===== src/rtl/ps2_scancode_sequencer_if.sv =====
// rtl/ps2_scancode_sequencer_if.sv - byte-in / event-out handshake bundle for the PS/2 scancode sequencer
interface ps2_scancode_sequencer_if;
    logic [7:0] byte_data;
    logic       byte_en;
    logic       event_valid;
    logic       event_ready;
    logic [7:0] event_code;
    logic       event_ext;
    logic       event_break;

    modport master (
        input  byte_data,
        input  byte_en,
        input  event_ready,
        output event_valid,
        output event_code,
        output event_ext,
        output event_break
    );

    modport slave (
        output byte_data,
        output byte_en,
        output event_ready,
        input  event_valid,
        input  event_code,
        input  event_ext,
        input  event_break
    );
endinterface


===== src/rtl/ps2_scancode_sequencer.sv =====
// rtl/ps2_scancode_sequencer.sv - PS/2 prefix decoder, key-event FIFO, held-key bitmap and watchdog
module ps2_scancode_sequencer #(
    parameter int FIFO_DEPTH     = 4,
    parameter int TIMEOUT_CYCLES = 2500000
) (
    input  logic                          clk,
    input  logic                          reset,
    ps2_scancode_sequencer_if.master      bus,
    input  logic                          clear_err,
    output logic [4:0]                    held,
    output logic                          overflow_err,
    output logic                          timeout_err
);

    localparam int PTR_W = $clog2(FIFO_DEPTH);
    localparam int CNT_W = PTR_W + 1;
    localparam int WD_W  = $clog2(TIMEOUT_CYCLES);
    localparam logic [WD_W-1:0]  WD_MAX    = WD_W'(TIMEOUT_CYCLES - 1);
    localparam logic [CNT_W-1:0] CNT_FULL  = CNT_W'(FIFO_DEPTH);

    typedef enum logic [1:0] {
        IDLE,
        GOT_E0,
        GOT_F0,
        GOT_E0F0
    } state_t;

    state_t            state;
    state_t            state_next;
    logic              emit;
    logic              emit_ext;
    logic              emit_brk;
    logic              timeout_hit;
    logic [WD_W-1:0]   wd_cnt;
    logic [7:0]        in_byte;
    logic              is_status;

    logic [9:0]        mem [FIFO_DEPTH];
    logic [PTR_W-1:0]  wr_ptr;
    logic [PTR_W-1:0]  rd_ptr;
    logic [CNT_W-1:0]  count;
    logic              pop;
    logic              push;
    logic              full;
    logic [4:0]        key_hit;

    assign in_byte = bus.byte_data;

    // Keyboard self-test / ack / resend / error bytes carry no key information.
    assign is_status = (in_byte == 8'h00) || (in_byte == 8'hFF) || (in_byte == 8'hAA) ||
                       (in_byte == 8'hFA) || (in_byte == 8'hEE) || (in_byte == 8'hFE);

    always_ff @(posedge clk) begin
        if (reset) begin
            state <= IDLE;
        end else begin
            state <= state_next;
        end
    end

    always_comb begin
        state_next  = state;
        emit        = 1'b0;
        emit_ext    = 1'b0;
        emit_brk    = 1'b0;
        timeout_hit = 1'b0;
        if (bus.byte_en) begin
            case (state)
                IDLE: begin
                    if (in_byte == 8'hE0) begin
                        state_next = GOT_E0;
                    end else if (in_byte == 8'hF0) begin
                        state_next = GOT_F0;
                    end else if (!is_status) begin
                        emit = 1'b1;
                    end
                end
                GOT_E0: begin
                    if (in_byte == 8'hF0) begin
                        state_next = GOT_E0F0;
                    end else if (in_byte == 8'hE0) begin
                        state_next = GOT_E0;
                    end else begin
                        emit       = 1'b1;
                        emit_ext   = 1'b1;
                        state_next = IDLE;
                    end
                end
                default: begin
                    // A prefix after F0 is a protocol error: restart the sequence from that prefix.
                    if (in_byte == 8'hE0) begin
                        state_next = GOT_E0;
                    end else if (in_byte == 8'hF0) begin
                        state_next = GOT_F0;
                    end else begin
                        emit       = 1'b1;
                        emit_ext   = (state == GOT_E0F0);
                        emit_brk   = 1'b1;
                        state_next = IDLE;
                    end
                end
            endcase
        end else if (state != IDLE && wd_cnt == WD_MAX) begin
            state_next  = IDLE;
            timeout_hit = 1'b1;
        end
    end

    always_ff @(posedge clk) begin
        if (reset || bus.byte_en || state == IDLE || wd_cnt == WD_MAX) begin
            wd_cnt <= '0;
        end else begin
            wd_cnt <= wd_cnt + WD_W'(1);
        end
    end

    assign full = (count == CNT_FULL);
    assign pop  = bus.event_valid & bus.event_ready;
    // A full FIFO still accepts a push when the head leaves in the same cycle.
    assign push = emit & (~full | pop);

    always_ff @(posedge clk) begin
        if (push) begin
            mem[wr_ptr] <= {emit_ext, emit_brk, in_byte};
        end
    end

    always_ff @(posedge clk) begin
        if (reset) begin
            wr_ptr <= '0;
            rd_ptr <= '0;
            count  <= '0;
        end else begin
            if (push) begin
                wr_ptr <= wr_ptr + PTR_W'(1);
            end
            if (pop) begin
                rd_ptr <= rd_ptr + PTR_W'(1);
            end
            case ({push, pop})
                2'b10:   count <= count + CNT_W'(1);
                2'b01:   count <= count - CNT_W'(1);
                default: count <= count;
            endcase
        end
    end

    assign bus.event_valid = (count != '0);
    assign {bus.event_ext, bus.event_break, bus.event_code} = mem[rd_ptr];

    always_comb begin
        key_hit    = '0;
        key_hit[0] = emit_ext  && (in_byte == 8'h75);
        key_hit[1] = emit_ext  && (in_byte == 8'h72);
        key_hit[2] = emit_ext  && (in_byte == 8'h6B);
        key_hit[3] = emit_ext  && (in_byte == 8'h74);
        key_hit[4] = !emit_ext && (in_byte == 8'h29);
    end

    // held tracks the keyboard, not the FIFO, so it updates even when the event is dropped.
    always_ff @(posedge clk) begin
        if (reset) begin
            held <= '0;
        end else if (emit) begin
            held <= (held & ~key_hit) | (key_hit & {5{~emit_brk}});
        end
    end

    always_ff @(posedge clk) begin
        if (reset) begin
            overflow_err <= 1'b0;
            timeout_err  <= 1'b0;
        end else begin
            if (emit && !push) begin
                overflow_err <= 1'b1;
            end else if (clear_err) begin
                overflow_err <= 1'b0;
            end
            if (timeout_hit) begin
                timeout_err <= 1'b1;
            end else if (clear_err) begin
                timeout_err <= 1'b0;
            end
        end
    end

endmodule


===== src/flat_wrapper.sv =====
// flat-port wrapper written by rule: the top's interface ports become plain ports
module ps2_scancode_sequencer_flat 
#(
    parameter int FIFO_DEPTH     = 4,
    parameter int TIMEOUT_CYCLES = 2500000
)
  (clk, reset, clear_err, held, overflow_err, timeout_err, bus_byte_data, bus_byte_en, bus_event_ready, bus_event_valid, bus_event_code, bus_event_ext, bus_event_break);
  ps2_scancode_sequencer_if bus_i ();
  input  logic clk;
  input  logic reset;
  input  logic clear_err;
  output logic [4:0] held;
  output logic overflow_err;
  output logic timeout_err;
  input wire logic [$bits(bus_i.byte_data)-1:0] bus_byte_data;
  input wire logic [$bits(bus_i.byte_en)-1:0] bus_byte_en;
  input wire logic [$bits(bus_i.event_ready)-1:0] bus_event_ready;
  output wire logic [$bits(bus_i.event_valid)-1:0] bus_event_valid;
  output wire logic [$bits(bus_i.event_code)-1:0] bus_event_code;
  output wire logic [$bits(bus_i.event_ext)-1:0] bus_event_ext;
  output wire logic [$bits(bus_i.event_break)-1:0] bus_event_break;
  assign bus_i.byte_data = bus_byte_data;
  assign bus_i.byte_en = bus_byte_en;
  assign bus_i.event_ready = bus_event_ready;
  assign bus_event_valid = bus_i.event_valid;
  assign bus_event_code = bus_i.event_code;
  assign bus_event_ext = bus_i.event_ext;
  assign bus_event_break = bus_i.event_break;
  ps2_scancode_sequencer #(.FIFO_DEPTH(FIFO_DEPTH), .TIMEOUT_CYCLES(TIMEOUT_CYCLES)) u_core (.clk(clk), .reset(reset), .bus(bus_i), .clear_err(clear_err), .held(held), .overflow_err(overflow_err), .timeout_err(timeout_err));
endmodule

===== config.mk =====
export PLATFORM = sky130hd
export DESIGN_NAME = ps2_scancode_sequencer_flat
export DESIGN_NICKNAME = d
export VERILOG_FILES = /design/src/rtl/ps2_scancode_sequencer_if.sv /design/src/rtl/ps2_scancode_sequencer.sv /design/src/flat_wrapper.sv
export SDC_FILE = /design/constraint.sdc
export NUM_CORES = 1
export LEC_CHECK = 0
export CAP_MARGIN = 0
export CORE_ASPECT_RATIO = 0.6
export CORE_MARGIN = 8
export CORE_UTILIZATION = 40
export CTS_CLUSTER_SIZE = 28
export DETAILED_ROUTE_END_ITERATION = 12
export PLACE_DENSITY = 0.59
export SETUP_SLACK_MARGIN = 0.5
export SYNTH_ARGS = -nofsm -noshare
export SYNTH_HDL_FRONTEND = slang
export SYNTH_SLANG_ARGS = --single-unit

===== constraint.sdc =====
create_clock -name clk -period 2.3 [get_ports clk]
set_input_delay 0.23 -clock clk [delete_from_list [all_inputs] [get_ports clk]]
set_output_delay 0.23 -clock clk [all_outputs]
set_load 0.005 [all_outputs]

==> results of run 1 <==
[metal layers]
layer	GRT usage (%)	vias up
met2	21.0	44
met3	4.88	8
met5	0	-
met4	5.00	0
met1	20.1	1297
li1	-	1243
[cells in the mapped netlist (all sizes together), types with 3 or more instances]
cell type	count
and2	5
or3	4
nor4b	3
nor4	6
ha	5
nor3	9
dfxtp	40
edfxtp	40
a21oi	8
inv	13
and4	4
xnor2	19
nand2	13
nand4	6
buf	7
xor2	4
mux2i	3
nand3	9
nor2b	4
mux4	10
and3	3
nor2	48
[cells by family after synthesis]
| kind of cell | Yosys count | synth area share (%) |
|---|---|---|
| AOI/OAI and AO/OA | 27 | 6.01 |
| xor gates and xnor gates | 23 | 5.69 |
| adders and majority gates | 6 | 2.33 |
| buffers and inverters | 22 | 2.55 |
| DFF | 80 | 56.6 |
| muxes | 13 | 7.22 |
| and+or+nand+nor | 123 | 19.6 |
[worst reg2reg max path: cells and delay by family, from the launching register on]
kind / cells / cell delay [ns]
AO/OA/AOI/OAI: 3 / 0.55
adder cells (fa/ha/maj): 1 / 0.38
buffers and inverters: 1 / 0.07
flip-flops: 1 / 0.35
multiplexers: 1 / 0.11
AND/OR/NAND/NOR: 2 / 0.32
[worst paths after layout]
kind	from	to	slack, ns
worst max-delay path	flop	bus_event_code[5]	0.42
worst min-delay path	bus_byte_data[7]	u_core.mem[1][7]$_DFFE_PP_	0.19
worst max register to register	u_core.state[1]$_SDFFE_PP0P_	u_core.count[2]$_SDFFE_PP0P_	0.46
worst min register to register	flop	flop	0.46
[timing repair]
action	4_1_cts	5_1_grt
pin swaps	8	8
resized for setup	92	20
gates cloned	1	3
setup buffers	9	5
setup endpoints to repair	78	73
[final cells by class]
class | count | area share [%]
timing repair buffer | 84 | 16.6
inverter | 13 | 0.990
clock inverter | 7 | 2.59
sequential | 80 | 40.9
clock buffer | 9 | 4.57
antenna | 1 | 0.0508
multi-input combinational | 192 | 31.5
tap | 112 | 2.84
[per-stage QoR]
step | hold WS, ns | total power [mW] | setup TNS, ns | instances | setup slack [ns]
finish | 0.190 | 3.95 | 0 | 498 | 0.422
global route | 0.196 | 4.11 | 0 | 498 | 0.371
CTS | 0.163 | 3.98 | 0 | 489 | 0.422
detailed placement | 0.454 | 2.21 | -9.80 | 463 | -0.298
global placement | 0.440 | 2.19 | -5.92 | 463 | -0.187
floorplan | 0.329 | 1.90 | 0 | 294 | 0.347
[state kept, by name, indices dropped and copies added (netlist names), named ones only]
signal	flops
u_core.mem	40
u_core.wr_ptr	2
u_core.rd_ptr	2
u_core.overflow_err	1
u_core.state	2
u_core.count	3
u_core.wd_cnt	22
u_core.timeout_err	1
[power breakdown]
part / total [mW] / internal, mW / leakage (nW) / switching, mW
Sequential: 1.62 / 1.57 / 0.698 / 0.0466
Combinational: 0.654 / 0.387 / 0.890 / 0.267
Clock: 1.68 / 1.08 / 0.172 / 0.605
==> metrics.txt, run 1 <==
post-route minimum period approximately 1.9 ns; most used cell, CP buf_6; initial antenna violation count 1; clock transition at the registers of the reported paths approximately 0.070 ns; Post-CTS Hold Buffers 0; library cells used by synthesis 55; RSZ-0062 raised after global routing true; mapped cell area around 3500 um^2; Synth Instances around 290; met1 wire length about 4400 um; outcome finished, final reports clean; Worst Reg-to-Reg Cells 8; commonest non-fill, non-tap cell in the layout nor2_1; synthesis-to-finish area growth 39.3%; first-pass GRT wire length about 13000 um; register area share after synthesis 56.6%; Tightest Pin Transition around 0.36 ns; Placer Congestion 0.763; buffers added on ports 30; number of synthesized register bits 80; core area 8560 um^2; final instance area between 4000 and 5000 um^2; die height roughly 89 um; Pre-antenna DRT Iters 4; peak supply drop ~0.00046 V; slew margin rel. around 76%; Routed WL between 8000 and 9000 um; WL met3 411 um; total congestion overflow 0; H-tree depth 3; total vias in the final route 2592; Initial DRC Count 156; power density cells ~800 nW/um^2; post-route ant nets 0; largest net degree at the start of global routing 22; final hold vios 0; worst path required time 2.07 ns; Setup Crit Path Kind reg2out; worst-skew pair later-pin latency 0.34 ns; DRC viols 0; Worst path top cell family by delay multiplexers; placed inst area ~4300 um^2; clk root buf clkbuf_16; wire per inst between 15 and 20 um; Worst Skew roughly 0.0089 ns; Fill cells approximately 670; CTS Sinks 80; max incr delay on CP just over 0.5 ns; Avg Vias per Cell around 5.2; worst hold-check path type in2reg; top layer used by detailed routing met4; Syn Nets around 310; area of the multi-input gates 1550 um^2; Max clock buf depth 2; max-slew violation count 0; TritonCTS clock tree yes; total CTS buffers 9; Leak between 1.5 and 2 nW; EDFF count, synth 40; ys async rst share 0%; CP bufs+invs 4; post-detail-place hpwl between 5000 and 6000 um; Core Util, Final between 50% and 60%; area leader, netlist edfxtp_1; vias in the first global route 2497; Syn. warnings 0; Crit path arrival time about 1.7 ns; FMAX ~530 MHz; Die Wd 137 um; slowest cell on the critical path mux4_2; row cnt 26; crit-path max FO 5; # setup viols final 0; final cycle utilization of the critical path between 80% and 90%; WHS Path Cells 1; metal2 WL slightly below 4000 um; CP Cell Sequence buf_12 > buf_16 > buf_6 > mux4_2 > buf_6; die footprint between 10000 and 15000 um^2; register area between 2000 and 2500 um^2; Synth top area share 34.0%; Top Ports 31; Setup crit end kind primary output; layout cells sized above 1 between 30% and 40%; Post-layout nets 399; most frequent cells in the layout nor2_1, edfxtp_1, buf_4; Main synth FF type edfxtp_1; Starting Density 41.3%; global-route usage over all layers 14.6%; Synth Area per Inst 12.0 um^2; top cells by area, synth edfxtp_1, dfxtp_1, mux4_2, nor2_1, xnor2_1; MaxCap Viol Count 0; Levels on crit path 5; Setup crit start kind flop
Note: power is estimated with default switching activity, not from simulation.
==> inputs of run 2 (changes only) <==
==> constraint.sdc (replaced) <==
create_clock -name clk -period 1.82 [get_ports clk]
set_input_delay 0.182 -clock clk [delete_from_list [all_inputs] [get_ports clk]]
set_output_delay 0.182 -clock clk [all_outputs]
set_load 0.005 [all_outputs]
==> run 2 against run 1 <==
The flow now finishes with violations (negative setup slack). Combinational power grew 46%. Non-clock buffer count grew 35. Worst setup slack lost 0.64 ns. Register-to-register slack lost 0.68 ns. Clock power grew 20%. Utilization grew 7.9 points. Global-route usage grew 1.3 points. Sequential cell count is the same. Critical endpoint is now u_core.count[2]$_SDFFE_PP0P_.
==> metrics.txt, run 2 (synthesis gave the netlist of run 1 again) <==
outcome finished, violations left; failing checks negative setup slack; synthesis-to-finish area growth 58.4%; Fill cells 645 (-3.6%); Starting Density 41.3% (unchanged); crit-path max FO 4 (-1); TritonCTS clock tree yes; Post-layout nets 438 (+9.8%); final hold vios 0 (unchanged); Sum Neg Setup Slack -0.510 ns (-0.510 ns); Die Wd 137 um (unchanged); first-pass GRT wire length 14500 um (+9.5%); total congestion overflow 0 (unchanged); register area 2030 um^2 (+0.99%); Hold Path Sink u_core.mem[0][5]$_DFFE_PP_; Post-CTS Hold Buffers 0 (unchanged); power density cells 889 nW/um^2 (+11%); clk root buf clkbuf_16; Pre-antenna DRT Iters 4 (unchanged); max FFs per register 40 (unchanged); commonest non-fill, non-tap cell in the layout buf_4; worst reg2reg endpoint u_core.count[2]$_SDFFE_PP0P_; area of the multi-input gates 1910 um^2 (+23%); most frequent cells in the layout buf_4, edfxtp_1, buf_6; Setup crit end kind flop; post-detail-place hpwl 5830 um (-1.5%); global-route usage over all layers 15.9% (+1.3 points); Tightest Pin Transition 0.358 ns (+0.000373 ns); die height 88.8 um (unchanged); clock transition at the registers of the reported paths 0.07 ns (about the same); RSZ-0062 raised after global routing true; # setup viols final 29 (+29); Leak 2.10 nW (+19%); Placed Cells 474 (+2.4%); setup slack, reg-to-reg -0.22 ns (-0.68 ns); layout cells sized above 1 55.4% (+20 points); Setup crit start kind flop; vias in the first global route 2781 (+11%); H-tree depth 3 (unchanged); WHS Path Cells 2 (+1); core area 8560 um^2 (unchanged); # diodes 0 (-1); biggest registers after layout u_core.mem x40, u_core.wd_cnt x22, u_core.count x3; row cnt 26 (unchanged); Hold Startpoint bus_byte_data[5]; Top Ports 31 (unchanged); largest net degree at the start of global routing 18 (-18%); FMAX 491 MHz; Crit path arrival time 2.24 ns (+0.59 ns); max-slew violation count 0 (unchanged); buffers added on ports 30 (unchanged); Max clock buf depth 2 (unchanged); Design Power 4.98 mW (+26%); initial antenna violation count 0 (-1); worst hold-check path type in2reg; Routed WL 9870 um (+12%); total CTS buffers 9 (unchanged); Initial DRC Count 128 (-18%); MaxCap Viol Count 0 (unchanged); final cycle utilization of the critical path 112%; DRC viols 0 (unchanged); Setup Crit Path Kind reg2reg; worst path required time 2.03 ns (-0.04 ns); post-route ant nets 0 (unchanged); Avg Vias per Cell 5.19 (-0.28%); worst-skew pair later-pin latency 0.33 ns (about the same); slew margin rel. 75.9% (about the same); CTS Sinks 80 (unchanged); Placer Congestion 0.797 (+4.4%); peak supply drop 0.000698 V (+50%); Finished Layout Cells 536 (+7.6%); worst reg2reg path startpoint u_core.state[0]$_SDFFE_PP0P_; post-route minimum period 2.04 ns; total vias in the final route 2782 (+7.3%); Biggest register u_core.mem; die footprint 12200 um^2 (unchanged); Worst Reg-to-Reg Cells 11 (+3); worst setup margin -0.217 ns (-0.640 ns); wire per inst 18.4 um (+4.0%); Worst Skew 0.00708 ns (-0.00187 ns)
[run 2: changes by cell type in the layout (fill, tap and decap cells not counted), moves of 8 or more]
cell / delta
buf_4: +15
buf_6: +28
dfxtp_1: -12
dfxtp_2: +10
nor2_1: -22
nor2_2: +8
nor2_4: +14
[run 2: area by class of cell]
class / instances / area share [%]
flip-flops and latches: 80 / 36.3
multi-input cells: 196 / 34.0
repair buffers: 119 / 20.3
clock buffers: 9 / 4.02
well taps: 112 / 2.50
clock inverters: 7 / 1.94
inverters: 13 / 0.915
[run 2: power by group]
part	switching, mW	internal (mW)
clock	0.776	1.24
combinational	0.407	0.547
sequential	0.0361	1.98
[run 2: worst max-delay path by stage]
stage | from | to | cells past startpoint
after floorplan | bus_byte_data[2] | u_core.count[1]$_SDFFE_PP0P_ | 7
after global placement | bus_byte_data[4] | u_core.count[2]$_SDFFE_PP0P_ | 9
after detailed placement | bus_byte_data[3] | u_core.count[2]$_SDFFE_PP0P_ | 9
after CTS | u_core.state[1]$_SDFFE_PP0P_ | u_core.count[2]$_SDFFE_PP0P_ | 9
after global routing | u_core.state[0]$_SDFFE_PP0P_ | u_core.count[2]$_SDFFE_PP0P_ | 11
final | u_core.state[0]$_SDFFE_PP0P_ | u_core.count[2]$_SDFFE_PP0P_ | 11
[run 2: stage by stage]
stage               util (%)  worst slack, ns  hold WS [ns]  instance area (um^2)
finish                  65.5           -0.217         0.203                  5600
detailed placement      51.7           -0.682         0.449                  4420
global route            65.5           -0.326         0.192                  5600
global placement        51.7           -0.515         0.438                  4420
floorplan                  -          -0.0677         0.281                  3650
CTS                     61.5           -0.222         0.212                  5270
[run 2: worst max-delay path, cell delays in order, from the launching register on]
cell and delay, ns:
dfxtp_2 0.35, nor2_2 0.05, buf_6 0.12, o2111a_2 0.15, o31ai_4 0.24, inv_2 0.07, fa_2 0.41, buf_6 0.15
inv_4 0.06, o311ai_4 0.09, o211ai_1 0.09, a31oi_1 0.11
[run 2: repair_timing]
action	in CTS	in global routing
gates resized for setup	148	73
pin swaps	32	26
setup endpoints to repair	101	91
endpoints found under the hold margin	0	0
cloned	5	0
setup buffers	29	12
[run 2: metal layers]
metal / GRT usage (%) / share of wire (%) / vias up
li1: - / - / 1330
met1: 21.3 / 48 / 1380
met2: 24.4 / 46 / 62
met3: 5.10 / 5.0 / 10
met4: 4.31 / 1.1 / 0
met5: 0 / 0 / -
